$ cat src/rtl/prng_xoshiro128_jump_if.sv
`default_nettype none
// ============================================================================
// Module      : prng_xoshiro128_jump_if
// Description : Control, seed, state and result-stream bundle for the
//               xoshiro128 generator with jump engine.
// Revision    : 1.0 - initial release
// ============================================================================
interface prng_xoshiro128_jump_if;
    logic        cg;
    logic        seed_valid;
    logic [31:0] seed_s0;
    logic [31:0] seed_s1;
    logic [31:0] seed_s2;
    logic [31:0] seed_s3;
    logic        jump;
    logic        long_jump;
    logic        busy;
    logic        seed_err;
    logic [31:0] s0;
    logic [31:0] s1;
    logic [31:0] s2;
    logic [31:0] s3;
    logic        valid;
    logic        ready;
    logic [31:0] result;

    // Consumer / controller side
    modport master (
        output cg, seed_valid, seed_s0, seed_s1, seed_s2, seed_s3,
               jump, long_jump, ready,
        input  busy, seed_err, s0, s1, s2, s3, valid, result
    );

    // Generator side
    modport slave (
        input  cg, seed_valid, seed_s0, seed_s1, seed_s2, seed_s3,
               jump, long_jump, ready,
        output busy, seed_err, s0, s1, s2, s3, valid, result
    );
endinterface
`default_nettype wire

$ cat src/rtl/prng_xoshiro128_jump.sv
`default_nettype none
// ============================================================================
// Module      : prng_xoshiro128_jump
// Description : xoshiro128 PRNG with selectable "++" / "**" scrambler, a
//               valid/ready result stream and a 128-cycle jump engine that
//               advances the state by 2^64 (jump) or 2^96 (long_jump) steps.
//               Optional feature macro: PRNG_XOSHIRO_LONGJUMP_EN enables
//               long_jump; without it the long_jump request is ignored.
// Revision    : 1.0 - initial release
// ============================================================================
module prng_xoshiro128_jump #(
    parameter int unsigned SCRAMBLER = 0,
    parameter logic [31:0] RST_S0    = 32'd1,
    parameter logic [31:0] RST_S1    = 32'd2,
    parameter logic [31:0] RST_S2    = 32'd3,
    parameter logic [31:0] RST_S3    = 32'd4
) (
    input  wire logic                    i_clk,
    input  wire logic                    i_rst,
    prng_xoshiro128_jump_if.slave        bus
);

    typedef enum logic [0:0] {
        ST_IDLE = 1'b0,
        ST_JUMP = 1'b1
    } fsm_t;

    // Polynomials packed so that bit k is word k/32, bit k%32 (LSB-first).
    localparam logic [127:0] c_POLY_JUMP =
        {32'h77f2db5b, 32'h6fa035c3, 32'hf542d2d3, 32'h8764000b};
`ifdef PRNG_XOSHIRO_LONGJUMP_EN
    localparam logic [127:0] c_POLY_LONG =
        {32'h1c580662, 32'hccf5a0ef, 32'h0b6f099f, 32'hb523952e};
`endif

    fsm_t             r_fsm,  w_fsm_nx;
    logic [3:0][31:0] r_s,    w_s_nx;
    logic [3:0][31:0] r_acc,  w_acc_nx;
    logic [6:0]       r_cnt,  w_cnt_nx;
    logic             r_seed_err, w_seed_err_nx;
    logic [3:0][31:0] w_next;
    logic [3:0][31:0] w_seed;
    logic [3:0][31:0] w_acc_step;
    logic [127:0]     w_poly;
    logic             w_seed_zero;
    logic             w_seed_ok;
    logic             w_seed_bad;
    logic             w_long_req;

`ifdef PRNG_XOSHIRO_LONGJUMP_EN
    logic             r_long, w_long_nx;
    assign w_long_req = bus.long_jump;
    assign w_poly     = r_long ? c_POLY_LONG : c_POLY_JUMP;
`else
    wire w_unused_long_jump = bus.long_jump;
    assign w_long_req = 1'b0;
    assign w_poly     = c_POLY_JUMP;
`endif

    assign w_seed      = {bus.seed_s3, bus.seed_s2, bus.seed_s1, bus.seed_s0};
    assign w_seed_zero = (w_seed == '0);
    assign w_seed_ok   = bus.seed_valid & ~w_seed_zero;
    assign w_seed_bad  = bus.seed_valid &  w_seed_zero;

    // xoshiro128 next(): pure function of the current state registers
    always_comb begin
        logic [31:0] t, n0, n1, n2, n3;
        t  = r_s[1] << 9;
        n2 = r_s[2] ^ r_s[0];
        n3 = r_s[3] ^ r_s[1];
        n1 = r_s[1] ^ n2;
        n0 = r_s[0] ^ n3;
        n2 = n2 ^ t;
        n3 = {n3[20:0], n3[31:21]};
        w_next = {n3, n2, n1, n0};
    end

    // Accumulator after folding in the current state when the poly bit is set
    assign w_acc_step = w_poly[r_cnt] ? (r_acc ^ r_s) : r_acc;

    // Next-state logic: seed load > jump start > stream transfer; jump steps
    always_comb begin
        w_fsm_nx      = r_fsm;
        w_s_nx        = r_s;
        w_acc_nx      = r_acc;
        w_cnt_nx      = r_cnt;
        w_seed_err_nx = bus.cg & w_seed_bad;
`ifdef PRNG_XOSHIRO_LONGJUMP_EN
        w_long_nx     = r_long;
`endif
        if (bus.cg) begin
            if (w_seed_ok) begin
                // A valid seed always wins and aborts any jump in flight.
                w_s_nx   = w_seed;
                w_fsm_nx = ST_IDLE;
                w_acc_nx = '0;
                w_cnt_nx = '0;
            end else begin
                case (r_fsm)
                    ST_IDLE: begin
                        // A rejected zero seed still blocks start and transfer.
                        if (!w_seed_bad) begin
                            if (w_long_req || bus.jump) begin
                                w_fsm_nx = ST_JUMP;
                                w_acc_nx = '0;
                                w_cnt_nx = '0;
`ifdef PRNG_XOSHIRO_LONGJUMP_EN
                                w_long_nx = w_long_req;
`endif
                            end else if (bus.ready) begin
                                w_s_nx = w_next;
                            end
                        end
                    end
                    ST_JUMP: begin
                        // A zero seed is ignored here so the jump keeps its
                        // fixed 128-step length.
                        if (r_cnt == 7'd127) begin
                            w_s_nx   = w_acc_step;
                            w_acc_nx = '0;
                            w_cnt_nx = '0;
                            w_fsm_nx = ST_IDLE;
                        end else begin
                            w_s_nx   = w_next;
                            w_acc_nx = w_acc_step;
                            w_cnt_nx = r_cnt + 7'd1;
                        end
                    end
                    default: w_fsm_nx = ST_IDLE;
                endcase
            end
        end
    end

    // State, accumulator, counter and FSM registers with async reset
    always_ff @(posedge i_clk or posedge i_rst) begin
        if (i_rst) begin
            r_fsm      <= ST_IDLE;
            r_s        <= {RST_S3, RST_S2, RST_S1, RST_S0};
            r_acc      <= '0;
            r_cnt      <= '0;
            r_seed_err <= 1'b0;
`ifdef PRNG_XOSHIRO_LONGJUMP_EN
            r_long     <= 1'b0;
`endif
        end else begin
            r_fsm      <= w_fsm_nx;
            r_s        <= w_s_nx;
            r_acc      <= w_acc_nx;
            r_cnt      <= w_cnt_nx;
            r_seed_err <= w_seed_err_nx;
`ifdef PRNG_XOSHIRO_LONGJUMP_EN
            r_long     <= w_long_nx;
`endif
        end
    end

    generate
        if (SCRAMBLER == 1) begin : g_star_star
            // rotl(s1*5,7)*9 with shift-add multiplies, wrapping mod 2^32
            logic [31:0] w_mul5;
            logic [31:0] w_rot;
            assign w_mul5     = r_s[1] + (r_s[1] << 2);
            assign w_rot      = {w_mul5[24:0], w_mul5[31:25]};
            assign bus.result = w_rot + (w_rot << 3);
        end else begin : g_plus_plus
            // rotl(s0+s3,7)+s0
            logic [31:0] w_sum;
            assign w_sum      = r_s[0] + r_s[3];
            assign bus.result = {w_sum[24:0], w_sum[31:25]} + r_s[0];
        end
    endgenerate

    assign bus.busy     = (r_fsm == ST_JUMP);
    assign bus.valid    = (r_fsm == ST_IDLE) & bus.cg;
    assign bus.seed_err = r_seed_err;
    assign bus.s0       = r_s[0];
    assign bus.s1       = r_s[1];
    assign bus.s2       = r_s[2];
    assign bus.s3       = r_s[3];

endmodule
`default_nettype wire

$ cat src/flat_wrapper.sv
// flat-port wrapper written by rule: the top's interface ports become plain ports
module prng_xoshiro128_jump_flat 
#(
    parameter int unsigned SCRAMBLER = 0,
    parameter logic [31:0] RST_S0    = 32'd1,
    parameter logic [31:0] RST_S1    = 32'd2,
    parameter logic [31:0] RST_S2    = 32'd3,
    parameter logic [31:0] RST_S3    = 32'd4
)
  (i_clk, i_rst, bus_cg, bus_seed_valid, bus_seed_s0, bus_seed_s1, bus_seed_s2, bus_seed_s3, bus_jump, bus_long_jump, bus_ready, bus_busy, bus_seed_err, bus_s0, bus_s1, bus_s2, bus_s3, bus_valid, bus_result);
  prng_xoshiro128_jump_if bus_i ();
  input  wire logic i_clk;
  input  wire logic i_rst;
  input wire logic [$bits(bus_i.cg)-1:0] bus_cg;
  input wire logic [$bits(bus_i.seed_valid)-1:0] bus_seed_valid;
  input wire logic [$bits(bus_i.seed_s0)-1:0] bus_seed_s0;
  input wire logic [$bits(bus_i.seed_s1)-1:0] bus_seed_s1;
  input wire logic [$bits(bus_i.seed_s2)-1:0] bus_seed_s2;
  input wire logic [$bits(bus_i.seed_s3)-1:0] bus_seed_s3;
  input wire logic [$bits(bus_i.jump)-1:0] bus_jump;
  input wire logic [$bits(bus_i.long_jump)-1:0] bus_long_jump;
  input wire logic [$bits(bus_i.ready)-1:0] bus_ready;
  output wire logic [$bits(bus_i.busy)-1:0] bus_busy;
  output wire logic [$bits(bus_i.seed_err)-1:0] bus_seed_err;
  output wire logic [$bits(bus_i.s0)-1:0] bus_s0;
  output wire logic [$bits(bus_i.s1)-1:0] bus_s1;
  output wire logic [$bits(bus_i.s2)-1:0] bus_s2;
  output wire logic [$bits(bus_i.s3)-1:0] bus_s3;
  output wire logic [$bits(bus_i.valid)-1:0] bus_valid;
  output wire logic [$bits(bus_i.result)-1:0] bus_result;
  assign bus_i.cg = bus_cg;
  assign bus_i.seed_valid = bus_seed_valid;
  assign bus_i.seed_s0 = bus_seed_s0;
  assign bus_i.seed_s1 = bus_seed_s1;
  assign bus_i.seed_s2 = bus_seed_s2;
  assign bus_i.seed_s3 = bus_seed_s3;
  assign bus_i.jump = bus_jump;
  assign bus_i.long_jump = bus_long_jump;
  assign bus_i.ready = bus_ready;
  assign bus_busy = bus_i.busy;
  assign bus_seed_err = bus_i.seed_err;
  assign bus_s0 = bus_i.s0;
  assign bus_s1 = bus_i.s1;
  assign bus_s2 = bus_i.s2;
  assign bus_s3 = bus_i.s3;
  assign bus_valid = bus_i.valid;
  assign bus_result = bus_i.result;
  prng_xoshiro128_jump #(.SCRAMBLER(SCRAMBLER), .RST_S0(RST_S0), .RST_S1(RST_S1), .RST_S2(RST_S2), .RST_S3(RST_S3)) u_core (.i_clk(i_clk), .i_rst(i_rst), .bus(bus_i));
endmodule
$ cat config.mk
export PLATFORM = sky130hd
export DESIGN_NAME = prng_xoshiro128_jump_flat
export DESIGN_NICKNAME = d
export VERILOG_FILES = /design/src/rtl/prng_xoshiro128_jump_if.sv /design/src/rtl/prng_xoshiro128_jump.sv /design/src/flat_wrapper.sv
export SDC_FILE = /design/constraint.sdc
export NUM_CORES = 1
export LEC_CHECK = 0
export ABC_AREA = 1
export ABC_CLOCK_PERIOD_IN_PS = 8050
export CAP_MARGIN = 20
export CORE_UTILIZATION = 50
export DETAILED_ROUTE_END_ITERATION = 10
export DONT_BUFFER_PORTS = 1
export PLACE_DENSITY = 0.69
export SLEW_MARGIN = 20
export SYNTH_ARGS = -nofsm -noshare
export SYNTH_HDL_FRONTEND = slang
export SYNTH_SLANG_ARGS = --single-unit
export TNS_END_PERCENT = 50
$ cat constraint.sdc
create_clock -name i_clk -period 8.05 [get_ports i_clk]
set_input_delay 0.805 -clock i_clk [delete_from_list [all_inputs] [get_ports i_clk]]
set_output_delay 0.805 -clock i_clk [all_outputs]
set_load 0.01 [all_outputs]
==> results.json, run 1 <==
{
  "synth_edf_count": 0,
  "r2r_setup_slack_ns": 4.27,
  "gp_congestion": 1.033,
  "grt_start_max_net_pins": 216,
  "power_frac_seq_pct": 25.0,
  "timing.final.crit_period_ns": 6.292,
  "p_total_mw": 10.10,
  "wl_per_cell_um": 20.81,
  "final_area_sq_mm": 0.02426,
  "drt_iter0_drc": 2766,
  "clockBufferDepth": 3,
  "hold_class": "in2async",
  "initial_core_util_pct": 50.75,
  "pwr-share-clk_pct": 14.9,
  "worstPathRequired_ns": 7.24,
  "yosysTopAreaCellShare_pct": 28.19,
  "clk_pin_slew_worst_paths_ns": 0.06,
  "yosysUniqueCellTypes": 40,
  "synth_area_per_cell_sq_um": 6.366,
  "cts-root-buf": "clkbuf_16",
  "setup_violations": 0,
  "cts_resized": 0,
  "startpoint": "u_core.bus.s0[0]",
  "ir_worst_vdd_uv": 451.0,
  "overflow": 0,
  "crit_type": "reg2out",
  "cts_htree_levels": 2,
  "cts_setup_buffers": 0,
  "hpwlAfterDp_um": 59760,
  "rsz0062_at_grt": "false",
  "skew_ns": 0.01868,
  "ant_nets": 0,
  "fin_setup_tns_ns": 0,
  "grt_pass1_wl_um": 129900,
  "synthArstFlopShare_pct": 100.0,
  "syn_inst": 3625,
  "port_buffers": 0,
  "fp.dieH_um": 216.8,
  "yosys.area.top_type": "dfrtp_1",
  "dominantRegCellSynth": "dfrtp_1",
  "status": "finished, final reports clean",
  "cp.arrival_ns": 5.49,
  "fmax_ghz": 0.1589,
  "cts_hold_buf": 0,
  "seq_area_sq_mm": 0.006638,
  "io_pins": 298,
  "ys_seq_elements": 265,
  "critPathCapture": "bus_result[17]",
  "maxSlewHeadroom_pct": 23.39,
  "maxCapViolations": 0,
  "r2r-end": "u_core.bus.s0[1]",
  "clock_latency_ns": 0.57,
  "rows": 78,
  "drive_gt1_share_pct": 3.880,
  "multi_input_area_sq_mm": 0.01458,
  "leakagePower_nw": 12.32,
  "startpoint_type": "flip-flop",
  "die_area_sq_mm": 0.04702,
  "wirelength_um": 85970,
  "numCtsBuffers": 34,
  "cts_tree": "yes",
  "layout_commonest_cell": "nand2_1",
  "tightest_slew_ns": 1.149,
  "synth.area.top_cells": "dfrtp_1, nand2_1, xnor2_1",
  "reg2reg_depth": 14,
  "synth_area_sq_mm": 0.02308,
  "core_sq_mm": 0.04548,
  "crit_path_end_kind": "primary output",
  "rr_startpoint": "u_core.r_cnt[1]",
  "p_sw_share_pct": 53.66,
  "grt_pass1_vias": 20880,
  "place_area_sq_mm": 0.02319,
  "ys_seq_area_share_pct": 28.76,
  "hold_viol_final": 0,
  "yosys_warnings": 0,
  "remaining_drc_errors": 0,
  "syn_nets": 3830,
  "crit_path_max_fanout": 7,
  "p_switching_mw": 5.418,
  "grt_use_total_pct": 36.33,
  "fill_cells": 4681,
  "num_vias": 22940,
  "cts_sinks": 265,
  "p_comb_share_pct": 60.0,
  "internal-power_mw": 4.680,
  "period_share_pct": 78.17,
  "area_growth_pct": 5.118,
  "vias_per_cell": 5.551,
  "grt_antenna_before_repair": 1,
  "final_cell_mix": "nand2_1, nor2_1, nand3_1",
  "drt_first_pass_iters": 6,
  "powerDensity_mw_per_mm2": 416.2,
  "drv_slew": 0,
  "final_nets": 3712,
  "die_w_um": 216.8
}
## worst min-delay path by stage
| stage | cells past startpoint | to | slack [ns] | from |
|---|---|---|---|---|
| 6_report | 1 | u_core.r_cnt[1] | 0.11 | i_rst |
| 5_1_grt | 1 | u_core.r_cnt[1] | 0.15 | i_rst |
| 4_1_cts | 1 | u_core.r_cnt[1] | 0.12 | i_rst |
| 3_5_place_dp | 2 | u_core.r_acc[74] | 0.50 | u_core.r_acc[74] |
| 3_3_place_gp | 2 | u_core.r_acc[74] | 0.50 | u_core.r_acc[74] |
| 2_1_floorplan | 2 | u_core.r_acc[111] | 0.48 | u_core.r_acc[111] |
## sequential cells by signal, summed over array words and instances (netlist names)
register             cells
u_core.bus.s0           32
u_core.bus.s2           32
u_core.bus.busy          1
u_core.r_acc           128
u_core.bus.s3           32
u_core.r_cnt             7
u_core.bus.seed_err      1
u_core.bus.s1           32
## critical path, stage by stage (launching register included)
cell and delay [ns]:
dfstp_2 0.72, ha_1 0.30, inv_1 0.08, fa_1 0.39, nand3b_1 0.17, nand2_1 0.16, a21boi_0 0.18, o21ai_0 0.55
nand2_1 0.10, nand2_1 0.12, nand2_1 0.06, nand2_1 0.07, xor2_1 0.37, ha_1 0.31, nand3_1 0.08, nand3_1 0.13
a21oi_1 0.31, inv_1 0.12, a21oi_1 0.22, inv_1 0.12, a21oi_1 0.18, xnor2_1 0.20
## cell usage after synthesis (3+ instances only)
library cell / count
a21boi_0: 5
a21o_1: 12
a21oi_1: 81
a31oi_1: 6
and2_1: 42
buf_1: 12
buf_2: 112
buf_4: 33
clkbuf_1: 21
dfrtp_1: 260
dfstp_2: 5
ha_1: 68
inv_1: 263
nand2_1: 1393
nand3_1: 371
nand3b_1: 57
nand4_1: 8
nor2_1: 412
nor2_4: 3
nor3_1: 16
nor4_1: 3
o21a_1: 3
o21ai_0: 45
o21bai_1: 4
or2_2: 42
xnor2_1: 236
xor2_1: 95
## power groups by stage
stage          combinational (mW)  clock [mW]  sequential [mW]
4_1_cts                      5.99        1.51             2.49
2_1_floorplan                4.58           0             2.12
6_report                     6.06        1.51             2.53
3_5_place_dp                 5.96           0             2.52
3_3_place_gp                 5.94           0             2.51
5_1_grt                      6.74        1.56             2.52
## layout make-up
class                           count  share of cell area [%]
Inverter                          265                   4.157
Sequential cell                   265                   27.36
Clock buffer                       53                   4.136
Tap cell                          600                   3.095
Multi-Input combinational cell   2915                   60.09
Timing Repair Buffer               26                  0.9077
Antenna cell                        1                 0.01032
Clock inverter                      7                  0.2476
## metrics by stage
stage / util [%] / setup WS, ns / instances / hold slack [ns]
finish: 53.34 / 1.758 / 4132 / 0.1084
global route: 53.34 / 1.387 / 4131 / 0.1453
CTS: 53.34 / 1.730 / 4131 / 0.1150
detailed placement: 51.00 / 2.320 / 4071 / 0.5022
global placement: 51.00 / 2.373 / 4071 / 0.4970
floorplan: - / 3.392 / 3625 / 0.4821
## metal layers
layer | wire length (um) | vias to the layer above | share of wire, % | track usage (%)
met5 | 12 | - | 0.014 | 0
met4 | 4650 | 2 | 5.4 | 19.15
met3 | 8740 | 200 | 10 | 8.190
met2 | 36890 | 1094 | 43 | 53.34
met1 | 35670 | 10620 | 41 | 49.69
li1 | - | 11020 | - | -
## kinds of logic (layout without fill, tap and decap cells)
kind of cell	count (synthesis)	in the layout	synth area share (%)
buffers and inverters	445	351	8.447
DFF	265	265	28.76
other	0	1	0
AOI/OAI and AO/OA	163	163	3.920
xor gates and xnor gates	331	331	12.56
and+or+nand+nor	2351	2351	42.45
adders and majority gates	70	70	3.860
No activity file was read; power rests on OpenSTA's default activity.
==> run 2: changes to the inputs <==
- ABC_CLOCK_PERIOD_IN_PS: 8050 -> 6580
- PLACE_DENSITY: 0.69 -> 0.66
- clock period: 8.05 -> 6.58 ns (I/O delays scaled with it)
==> results.json, run 2 (synthesis gave the netlist of run 1 again) <==
{
  "grt_pass1_vias": 22800,
  "core_sq_mm": 0.04548,
  "grt_use_total_pct": 39.84,
  "wl_per_cell_um": 22.78,
  "maxSlewHeadroom_pct": 26.42,
  "ir_worst_vdd_uv": 387.2,
  "drt_iter0_drc": 2761,
  "startpoint_type": "flip-flop",
  "timing.final.crit_period_ns": 6.018,
  "die_area_sq_mm": 0.04702,
  "crit_path_end_kind": "primary output",
  "ant_nets": 0,
  "powerDensity_mw_per_mm2": 524.7,
  "largest_reg_flops": 128,
  "grt_start_max_net_pins": 130,
  "drv_slew": 0,
  "critPathBufInv": 4,
  "fp.dieH_um": 216.8,
  "num_vias": 24200,
  "finalWorstSetupSlack_ns": 0.5621,
  "tightest_slew_ns": 1.104,
  "wirelength_um": 94760,
  "hold_class": "in2reg",
  "gp_congestion": 0.9751,
  "remaining_drc_errors": 0,
  "cts_setup_buffers": 0,
  "place_area_sq_mm": 0.02336,
  "rows": 78,
  "dp_slack_ns": 1.162,
  "final_cell_mix": "nand2_1, nor2_1, nand3_1",
  "leakagePower_nw": 12.49,
  "regMostFlops": "u_core.r_acc",
  "area_growth_pct": 6.343,
  "worstPathRequired_ns": 5.92,
  "maxCapViolations": 0,
  "port_buffers": 0,
  "final_nets": 3737,
  "vias_per_cell": 5.816,
  "cp.arrival_ns": 5.36,
  "io_pins": 298,
  "hpwlAfterDp_um": 67790,
  "cts_tree": "yes",
  "cts-root-buf": "clkbuf_16",
  "rsz0062_at_grt": "false",
  "cpPeakStageDelay_ns": 0.73,
  "status": "finished, final reports clean",
  "skew_ns": 0.02868,
  "fin_setup_tns_ns": 0,
  "cts_resized": 0,
  "drt_first_pass_iters": 8,
  "fmax_ghz": 0.1662,
  "cts_hold_buf": 1,
  "crit_path_max_fanout": 7,
  "cp_cell_sequence": "ha_1, inv_1, fa_1, nand3b_1, nand2_1, a21boi_0, o21ai_0, buf_4, nand2_1, nand2_1, nand2_1, nand2_1, xor2_1, ha_1, nand3_1, nand3_1, a21oi_1, inv_1, a21oi_1, inv_1, a21oi_1, xnor2_1",
  "crit_family": "compound AO/OA/AOI/OAI gates",
  "period_share_pct": 91.46,
  "final_area_sq_mm": 0.02454,
  "clk_pin_slew_worst_paths_ns": 0.06,
  "layout_commonest_cell": "nand2_1",
  "initial_core_util_pct": 50.75,
  "cts_htree_levels": 2,
  "clock_latency_ns": 0.58,
  "grt_antenna_before_repair": 1,
  "cts_sinks": 265,
  "crit_type": "reg2out",
  "grt_pass1_wl_um": 141900,
  "overflow": 0,
  "hold_viol_final": 0,
  "clockBufferDepth": 3,
  "die_w_um": 216.8,
  "drive_gt1_share_pct": 4.749,
  "setup_violations": 0,
  "numCtsBuffers": 35,
  "cp_slowest_cell": "dfstp_2",
  "worst_path_most_repeated_cell": "nand2_1"
}
==> run 2: cell types whose count changed in the layout (fill, tap and decap cells not counted), moves of 2 or more <==
| cell | before | now |
|---|---|---|
| clkinv_2 | 3 | 7 |
| buf_4 | 24 | 47 |
| bufinv_16 | 0 | 2 |
| clkbuf_1 | 12 | 7 |
| clkinvlp_4 | 2 | 4 |
==> run 2: metal layers <==
metal | track usage [%] | vias to the layer above | share of wire (%)
li1 | - | 11090 | -
met1 | 52.72 | 11570 | 40
met2 | 61.54 | 1271 | 44
met3 | 8.106 | 265 | 9.8
met4 | 20.42 | 2 | 5.6
met5 | 0 | - | 0.018
==> run 2: final timing paths <==
| kind | from | endpoint | slack, ns | depth (start not counted) |
|---|---|---|---|---|
| max | u_core.bus.s0[0] | bus_result[17] | 0.56 | 22 |
| min | bus_cg | u_core.bus.busy | 0.20 | 1 |
| max reg2reg | u_core.r_cnt[2] | u_core.bus.s3[29] | 2.73 | 13 |
| min reg2reg | u_core.r_acc[87] | u_core.r_acc[87] | 0.52 | 2 |
| max in group asynchronous | i_rst | u_core.bus.s1[8] | 4.51 | 4 |
| min in group asynchronous | i_rst | u_core.r_cnt[6] | 0.49 | 2 |
==> run 2: power by group <==
group	switching, mW	internal [mW]	leakage [nW]	total, mW
registers	0.938	1.96	3.46	2.90
logic	5.21	2.76	8.46	7.97
clock network	0.835	1.17	0.570	2.00
==> run 2: final cells by class <==
cell class	count	area, sq um
antenna	1	2.502
clock buffer	50	1023
clock inverter	14	142.6
fill	4605	20940
inverter	265	1006
multi-input combinational	2915	14580
sequential	265	6638
tap	600	750.7
timing repair buffer	50	402.9
==> run 2: through the flow <==
step | utilization, % | instances | power [mW] | hold slack (ns)
after detailed placement | 51.37 | 4094 | 10.74 | 0.4566
after CTS | 53.96 | 4159 | 12.76 | 0.1840
after global placement | 51.37 | 4094 | 10.63 | 0.4560
after global routing | 53.96 | 4159 | 13.73 | 0.1982
final | 53.96 | 4160 | 12.88 | 0.2031
after floorplan | - | 3625 | 8.194 | 0.4821
==> run 2: worst reg2reg max path, stage by stage (launching register included) <==
cell	delay (ns)
dfrtp_1	0.60
inv_1	0.18
ha_1	0.33
nand3_1	0.07
nand2_1	0.07
nor2_1	0.04
nand2_1	0.12
nand3_4	0.79
buf_4	0.76
nand3b_1	0.23
nand3_1	0.10
nand2_1	0.28
nand3_1	0.12
nand2_1	0.09
